--- src/rtl/div_seq.sv ---
// Sequential restoring divider: one quotient bit per clock, optional signed mode,
// valid/ready handshake on both operand and result sides.
module div_seq #(
  parameter int WD = 10,
  parameter int WS = 5
) (
  input  logic          clk,
  input  logic          rst_n,
  input  logic          in_valid,
  output logic          in_ready,
  input  logic          signed_i,
  input  logic [WD-1:0] did,
  input  logic [WS-1:0] div,
  output logic          out_valid,
  input  logic          out_ready,
  output logic [WD-1:0] quo,
  output logic [WS-1:0] rem,
  output logic          error
);

  localparam int CW = $clog2(WD + 1);

  typedef enum logic [1:0] {IDLE, CALC, FIX, DONE} state_t;

  state_t        r_state;
  logic          r_inReady;
  logic          r_outValid;
  logic          r_error;
  logic          r_signed;
  logic          r_negD;
  logic          r_negS;
  logic [WD-1:0] r_magD;
  logic [WS-1:0] r_magS;
  logic [WS-1:0] r_rem;
  logic [WD-1:0] r_quo;
  logic [CW-1:0] r_cnt;

  logic          w_negD;
  logic          w_negS;
  logic [WD-1:0] w_magD;
  logic [WS-1:0] w_magS;
  logic [WS:0]   w_trial;
  logic          w_fits;
  logic [WS-1:0] w_diff;

  // Operand magnitudes; negating the most-negative value yields its correct unsigned magnitude.
  assign w_negD = signed_i & did[WD-1];
  assign w_negS = signed_i & div[WS-1];
  assign w_magD = w_negD ? -did : did;
  assign w_magS = w_negS ? -div : div;

  // The remainder after a successful subtract is below |div|, so the low WS bits suffice.
  assign w_trial = {r_rem, r_magD[WD-1]};
  assign w_fits  = (w_trial >= {1'b0, r_magS});
  assign w_diff  = w_trial[WS-1:0] - r_magS;

  always_ff @(posedge clk) begin
    if (!rst_n) begin
      r_state    <= IDLE;
      r_inReady  <= 1'b1;
      r_outValid <= 1'b0;
      r_error    <= 1'b0;
      r_signed   <= 1'b0;
      r_negD     <= 1'b0;
      r_negS     <= 1'b0;
      r_magD     <= '0;
      r_magS     <= '0;
      r_rem      <= '0;
      r_quo      <= '0;
      r_cnt      <= '0;
    end else begin
      case (r_state)
        IDLE: begin
          if (in_valid) begin
            r_inReady <= 1'b0;
            r_signed  <= signed_i;
            r_negD    <= did[WD-1];
            r_negS    <= div[WS-1];
            r_magD    <= w_magD;
            r_magS    <= w_magS;
            r_cnt     <= CW'(WD);
            if (div == '0) begin
              r_quo      <= '1;
              r_rem      <= did[WS-1:0];
              r_error    <= 1'b1;
              r_outValid <= 1'b1;
              r_state    <= DONE;
            end else begin
              r_quo   <= '0;
              r_rem   <= '0;
              r_error <= 1'b0;
              r_state <= CALC;
            end
          end
        end
        CALC: begin
          r_magD <= r_magD << 1;
          if (w_fits) begin
            r_rem <= w_diff;
            r_quo <= {r_quo[WD-2:0], 1'b1};
          end else begin
            r_rem <= w_trial[WS-1:0];
            r_quo <= {r_quo[WD-2:0], 1'b0};
          end
          r_cnt <= r_cnt - CW'(1);
          if (r_cnt == CW'(1)) begin
            r_state <= FIX;
          end
        end
        FIX: begin
          // Truncation toward zero; the remainder follows the dividend's sign.
          if (r_signed && (r_negD != r_negS)) begin
            r_quo <= -r_quo;
          end
          if (r_signed && r_negD) begin
            r_rem <= -r_rem;
          end
          r_outValid <= 1'b1;
          r_state    <= DONE;
        end
        DONE: begin
          if (out_ready) begin
            r_outValid <= 1'b0;
            r_inReady  <= 1'b1;
            r_state    <= IDLE;
          end
        end
        default: begin
          r_state   <= IDLE;
          r_inReady <= 1'b1;
        end
      endcase
    end
  end

  assign in_ready  = r_inReady;
  assign out_valid = r_outValid;
  assign quo       = r_quo;
  assign rem       = r_rem;
  assign error     = r_error;

endmodule

--- config.mk ---
export PLATFORM = sky130hd
export DESIGN_NAME = div_seq
export DESIGN_NICKNAME = d
export VERILOG_FILES = /design/src/rtl/div_seq.sv
export SDC_FILE = /design/constraint.sdc
export NUM_CORES = 1
export LEC_CHECK = 0
export ABC_AREA = 1
export BUFFER_PORTS_ARGS = -buffer_cell sky130_fd_sc_hd__buf_2
export CAP_MARGIN = 20
export CORE_MARGIN = 2
export CORE_UTILIZATION = 45
export CTS_CLUSTER_SIZE = 30
export DETAILED_ROUTE_END_ITERATION = 8
export PLACE_DENSITY = 0.67
export SYNTH_ARGS = -nofsm -noshare
export SYNTH_HDL_FRONTEND = slang
export SYNTH_SLANG_ARGS = --single-unit
--- constraint.sdc ---
create_clock -name clk -period 1.8 [get_ports clk]
set_input_delay 0.18 -clock clk [delete_from_list [all_inputs] [get_ports clk]]
set_output_delay 0.18 -clock clk [all_outputs]
set_load 0.05 [all_outputs]
* After elaboration in Yosys (flattened, before gate mapping)
Index checks and enable logic that the tools add are counted.
** Word-level totals
- Memories kept :: 0
- Word-level logic and storage cells :: 76
- Output and inout port bits :: 18
- Memory bits (writable) :: 0
- Input port bits :: 20
- Bits in read-only memories :: 0
- Latch bits :: 0
- Flip-flop bits (word level) :: 42
** Operators by class
- Add/subtract/negate cells :: 6
- Bitwise gates (word level) :: 2
- Shift operators :: 0
- Muxes and demuxes :: 29
- Divide/modulo/power cells :: 0
- Reduce and logical (&&, ||, !) cells :: 15
- $lt $le $gt $ge :: 1
- Eq/ne operators :: 11
- Multiply operators :: 0
** Operators with widths (number)
- 10-bit two-way mux :: 5
- 10-bit one-hot mux with 3 select lines :: 1
- 5-bit two-way mux :: 5
- 10-bit negator :: 2
- 10-bit one-hot mux with 2 select lines :: 1
- 5-bit one-hot mux with 3 select lines :: 1
- 2-bit inequality test, second input constant :: 6
- 3-bit AND reduction :: 4
- 5-bit negator :: 2
- 2-bit two-way mux :: 4
- 2-bit one-hot mux with 4 select lines :: 1
- 4-bit one-hot mux with 2 select lines :: 1
- 1-bit two-way mux :: 7
- 6-bit by 5-bit >= comparator with 1-bit output :: 1
- 3-bit nonzero test :: 2
- 5-bit logical NOT :: 1
- 5-bit subtractor :: 1
- 2-bit == test, second input constant :: 2
- 4-bit by 1-bit == test with 1-bit output, second input constant :: 1
- 4-bit two-way mux :: 1
- 2-bit AND reduction :: 2
- 4-bit AND reduction :: 1
- 2-bit nonzero test :: 2
- 4-bit by 1-bit subtractor with 4-bit output, second input constant :: 1
- other kinds (7) :: 9

* Depth between registers and ports, before layout
- Depth after elaboration :: 4
- Depth in mapped cells :: 13
- Gate-level depth less buffers :: 13

* Worst setup path after synthesis
Ideal clock, no wire load.
- Path kind :: register -> register
- Start point :: register r_rem[1] (netlist: rem[1])
- End point :: register r_rem[3] (netlist: rem[3])
- Data required time :: 1730 ps
- Cell stages (with the launch flop) :: 11
- Setup slack :: -31 ps
- Arrival :: 1761 ps
- Clock period less this slack :: 1831 ps
- Path buffers :: 0
- Setup time :: 70 ps
- Cell sequence :: dfxtp_1 > ha_1 > nand3_1 > nand3_1 > nand2_1 > nand2_4 > nand2_1 > nand3_1 > nand2_1 > nand2_1 > a21oi_1
** On the way
- Longest elaborated chain between the ends :: 3
- Elaborated cells on any way between the ends :: 6
- Classes of those cells :: 2 x add/sub; 1 x order compare; 3 x mux
** RTL lines
- start, declared :: line 34 : logic [WS-1:0] r_rem;
- start signal, assigned :: line 84 : r_rem <= did[WS-1:0];
- start signal, assigned :: line 99 : r_rem <= w_diff;
- start signal, assigned :: line 102 : r_rem <= w_trial[WS-1:0];
- 5-bit negator, or another cell as far along :: line 116 : r_rem <= -r_rem;
- 5-bit two-way mux, on equally long branches :: line 115, 98
- 5-bit one-hot mux with 3 select lines (*) :: line 72 : case (r_state)
Every way passes the cells marked *; elsewhere a longest branch is shown, timed or not. The select of a mux whose other input is x is not followed.
A chain may end at the register's enable or synchronous reset.

* Final worst setup path
- Start point :: register r_magD[9]
- End point :: register r_rem[4] (netlist: rem[4])
** On the way
- Longest elaborated chain between the ends :: 3
- Elaborated cells on any way between the ends :: 4
- Classes of those cells :: 1 x add/sub; 1 x order compare; 2 x mux
** RTL lines
- start, declared :: line 32 : logic [WD-1:0] r_magD;
- start signal, assigned :: line 79 : r_magD <= w_magD;
- start signal, assigned :: line 97 : r_magD <= r_magD << 1;
- 5-bit subtractor or 6-bit by 5-bit >= comparator with 1-bit output (tied branches) :: line 55, 54
- 5-bit two-way mux (*) :: line 98 : if (w_fits) begin
- 5-bit one-hot mux with 3 select lines (*) :: line 72
Every way passes the cells marked *; elsewhere a longest branch is shown, timed or not.

==> reports/summary.txt <==
ANT cells: 0
Syn_nets: 459
Largest net degree at the start of global routing: 32
Post-DP HPWL: 5.20 mm
Worst Setup Path Type: flop to flop
RSZ-0062 raised after global routing: true
CTS clock-pin slew for the worst setup and hold paths: 0.08 ns
FF/Latch Area: 850 um^2
Status: complete, no violations
Endpoints failing setup: 0
Starting density of the core: 0.470
Slew headroom: 0.744
Cts bufs inserted: 5
Residual DRC: 0
Busiest layer in global routing: met2
Yosys synthesis warning count: 0
Crit path max fanout: 2
Met1 Use GR: 0.264
Io pins: 38
Synth cell types: 35
Clk_skew: 0.00908 ns
VDD IR max: 0.814 mV
GRT Total Usage: 0.198
Max-cap violations: 0
Clock root buffer: clkbuf_8
Min-Delay Path Class: primary input to flop
Sequential share of the synthesized area: 0.300
Netlist Area Pre-Place: 2800 um^2
Die H: 82.9 um
Buffers on Ports: 37
Core Region: 5960 um^2
Synthesized flop and latch total: 42
Longest Clk Path Bufs: 2
PD cells: 1960 nW/um^2
CP endpoint kind: flop
Footprint of the multi-input gates: 1730 um^2
Vias: 2899
Final cell utilization of the core: 0.552
Post-Syn Instances: 422
First-pass DRT Iterations: 5
Worst Setup Start Kind: flop
Synthesis-to-finish area growth: 17.4%
Worst Path Arrival: 1.92 ns
Hold Violations, Final: 0
Via-per-instance ratio: 5.32
# fillers: 632
Clock Latency Late Sink: 0.30 ns
Crit path required time: 1.98 ns
Max Clk Rate: 0.576 GHz
Die span in x: 82.9 um
Remaining antenna violation count: 0
GR Util met2: 0.342
Worst hold slack: 0.163 ns
Syn avg cell area: 6.64 um^2
Share of layout cells above drive strength 1: 0.204
Final worst path period need: 1.73 ns
Initial antenna violation count: 0
Net count reported at finish: 506
CTS Sinks: 42
Die ar.: 6870 um^2
Starting DRT DRC Count: 185
Leak pwr: 1.53 nW
GP Congestion: 0.943
Actual slew at the worst max-slew pin: 0.384 ns
Final period util: 0.964
H-Tree Depth: 2
WL final: 7.13 mm
Vias in the first global route: 2582
DR WL/cell: 13.1 um
CTS tree: built
Hold buffers post-CTS: 0
Met3 usage: 0.0288
Rows: 28
First-pass GRT wire length: 11.5 mm
Slew Limit Fails: 0
GR Overflow Total: 0
==> area by class of cell <==
class | count | share of cell area
inverter | 55 | 0.0628
tap | 75 | 0.0285
timing repair buffer | 54 | 0.0963
clock buffer | 6 | 0.0221
multi-input combinational | 311 | 0.528
clock inverter | 2 | 0.00419
sequential | 42 | 0.258
==> flip-flops by register name, summed over array words and instances, names as in the netlist <==
register   count
r_cnt          4
quo           10
r_negD         1
r_magS         5
r_signed       1
r_magD        10
r_state        2
rem            5
error          1
in_ready       1
r_negS         1
out_valid      1
==> worst paths after layout <==
kind                                start        end  slack, ns  depth (start not counted)
worst max-delay path            r_magD[9]     rem[4]       0.07                         13
worst min-delay path               div[0]  r_magS[0]       0.16                          3
worst max register to register  r_magD[9]     rem[4]       0.07                         13
worst min register to register  r_magD[0]  r_magD[0]       0.47                          2
==> power breakdown <==
part           internal [mW]  total (mW)  switching, mW
registers               1.27        1.57          0.293
logic                   1.47        4.27           2.79
clock network          0.274       0.621          0.347
total                   3.02        6.45           3.43
==> per-stage QoR <==
| stage | instances | total power [mW] | TNS [ns] | worst slack, ns | area [um^2] |
|---|---|---|---|---|---|
| after floorplan | 422 | 4.62 | 0 | 0.00332 | 2800 |
| after global placement | 536 | 5.47 | 0 | 0.0559 | 3120 |
| after detailed placement | 536 | 5.53 | -0.0199 | -0.0111 | 3120 |
| after CTS | 544 | 6.17 | 0 | 0.0114 | 3200 |
| after global routing | 545 | 7.04 | -0.105 | -0.0343 | 3290 |
| final | 545 | 6.45 | 0 | 0.0651 | 3290 |
==> synth_stat cells <==
cell type | number | area (um^2)
clkbuf_1 | 5 | 18.8
xnor2_1 | 2 | 17.5
nor2_1 | 34 | 128
or2_4 | 2 | 17.5
fa_1 | 1 | 20.0
nor3_1 | 2 | 10.0
nand4_1 | 3 | 18.8
dfxtp_1 | 42 | 841
nor3b_1 | 1 | 7.51
o211ai_1 | 4 | 30.0
a31oi_2 | 1 | 12.5
ha_1 | 16 | 200
nand2_1 | 88 | 330
a31oi_1 | 3 | 18.8
xor2_1 | 3 | 26.3
nor3_4 | 1 | 16.3
inv_1 | 53 | 199
clkbuf_8 | 1 | 13.8
inv_2 | 2 | 7.51
nor2_4 | 3 | 33.8
o22ai_1 | 2 | 12.5
o31ai_1 | 2 | 15.0
buf_6 | 2 | 22.5
o221ai_1 | 3 | 26.3
a21oi_1 | 47 | 235
nand2_4 | 2 | 22.5
nand3_1 | 36 | 180
buf_2 | 5 | 25.0
nand3b_1 | 1 | 7.51
o21a_1 | 1 | 7.51
o21ai_1 | 4 | 20.0
nor2_2 | 1 | 6.26
o21ai_0 | 46 | 230
buf_4 | 1 | 7.51
a211oi_1 | 2 | 15.0
==> worst max-delay path, cell delays in order (launching register included) <==
cell and delay (ns):
dfxtp_2 0.33, inv_2 0.07, ha_4 0.12, inv_2 0.04
fa_2 0.36, nand3_2 0.09, nand3_4 0.09, buf_6 0.13
nor2_1 0.07, o21ai_0 0.08, nand2_1 0.07, nand2_1 0.05
nand2_1 0.07, a21oi_2 0.05
==> kinds of logic after synthesis <==
group                      count (synthesis)  share of synthesized area
adders and majority gates                 17                     0.0786
DFF                                       42                      0.300
and+or+nand+nor                          174                      0.278
buffers and inverters                     69                      0.105
AOI/OAI and AO/OA                        115                      0.223
xor gates and xnor gates                   5                     0.0156
==> cell usage in the layout (no fill, tap or decap), drive strengths merged <==
master,count
o221ai,3
clkinv,2
o22ai,2
inv,55
dfxtp,42
nand3,36
nor3b,1
xor2,3
a31oi,4
o211ai,4
nor3,3
a21oi,47
clkbuf,6
nor2,38
o31ai,2
nand3b,1
fa,1
o21a,1
buf,54
xnor2,2
a211oi,2
nand2,90
ha,16
or2,2
nand4,3
o21ai,50
==> layer usage <==
layer	share of wire	up-vias	wire [um]
met3	0.049	9	351
met4	0.0098	0	70
li1	-	1492	-
met5	0	-	0
met1	0.46	1327	3300
met2	0.48	71	3400
==> timing repair <==
action / in CTS / in global routing
gates resized for setup: 1 / 24
hold endpoints to repair: 0 / 0
setup buffers: 0 / 1
endpoints found under the setup margin: 4 / 19
pin swaps: 0 / 7
cloned: 0 / 0
Note: power is estimated with default switching activity, not from simulation.
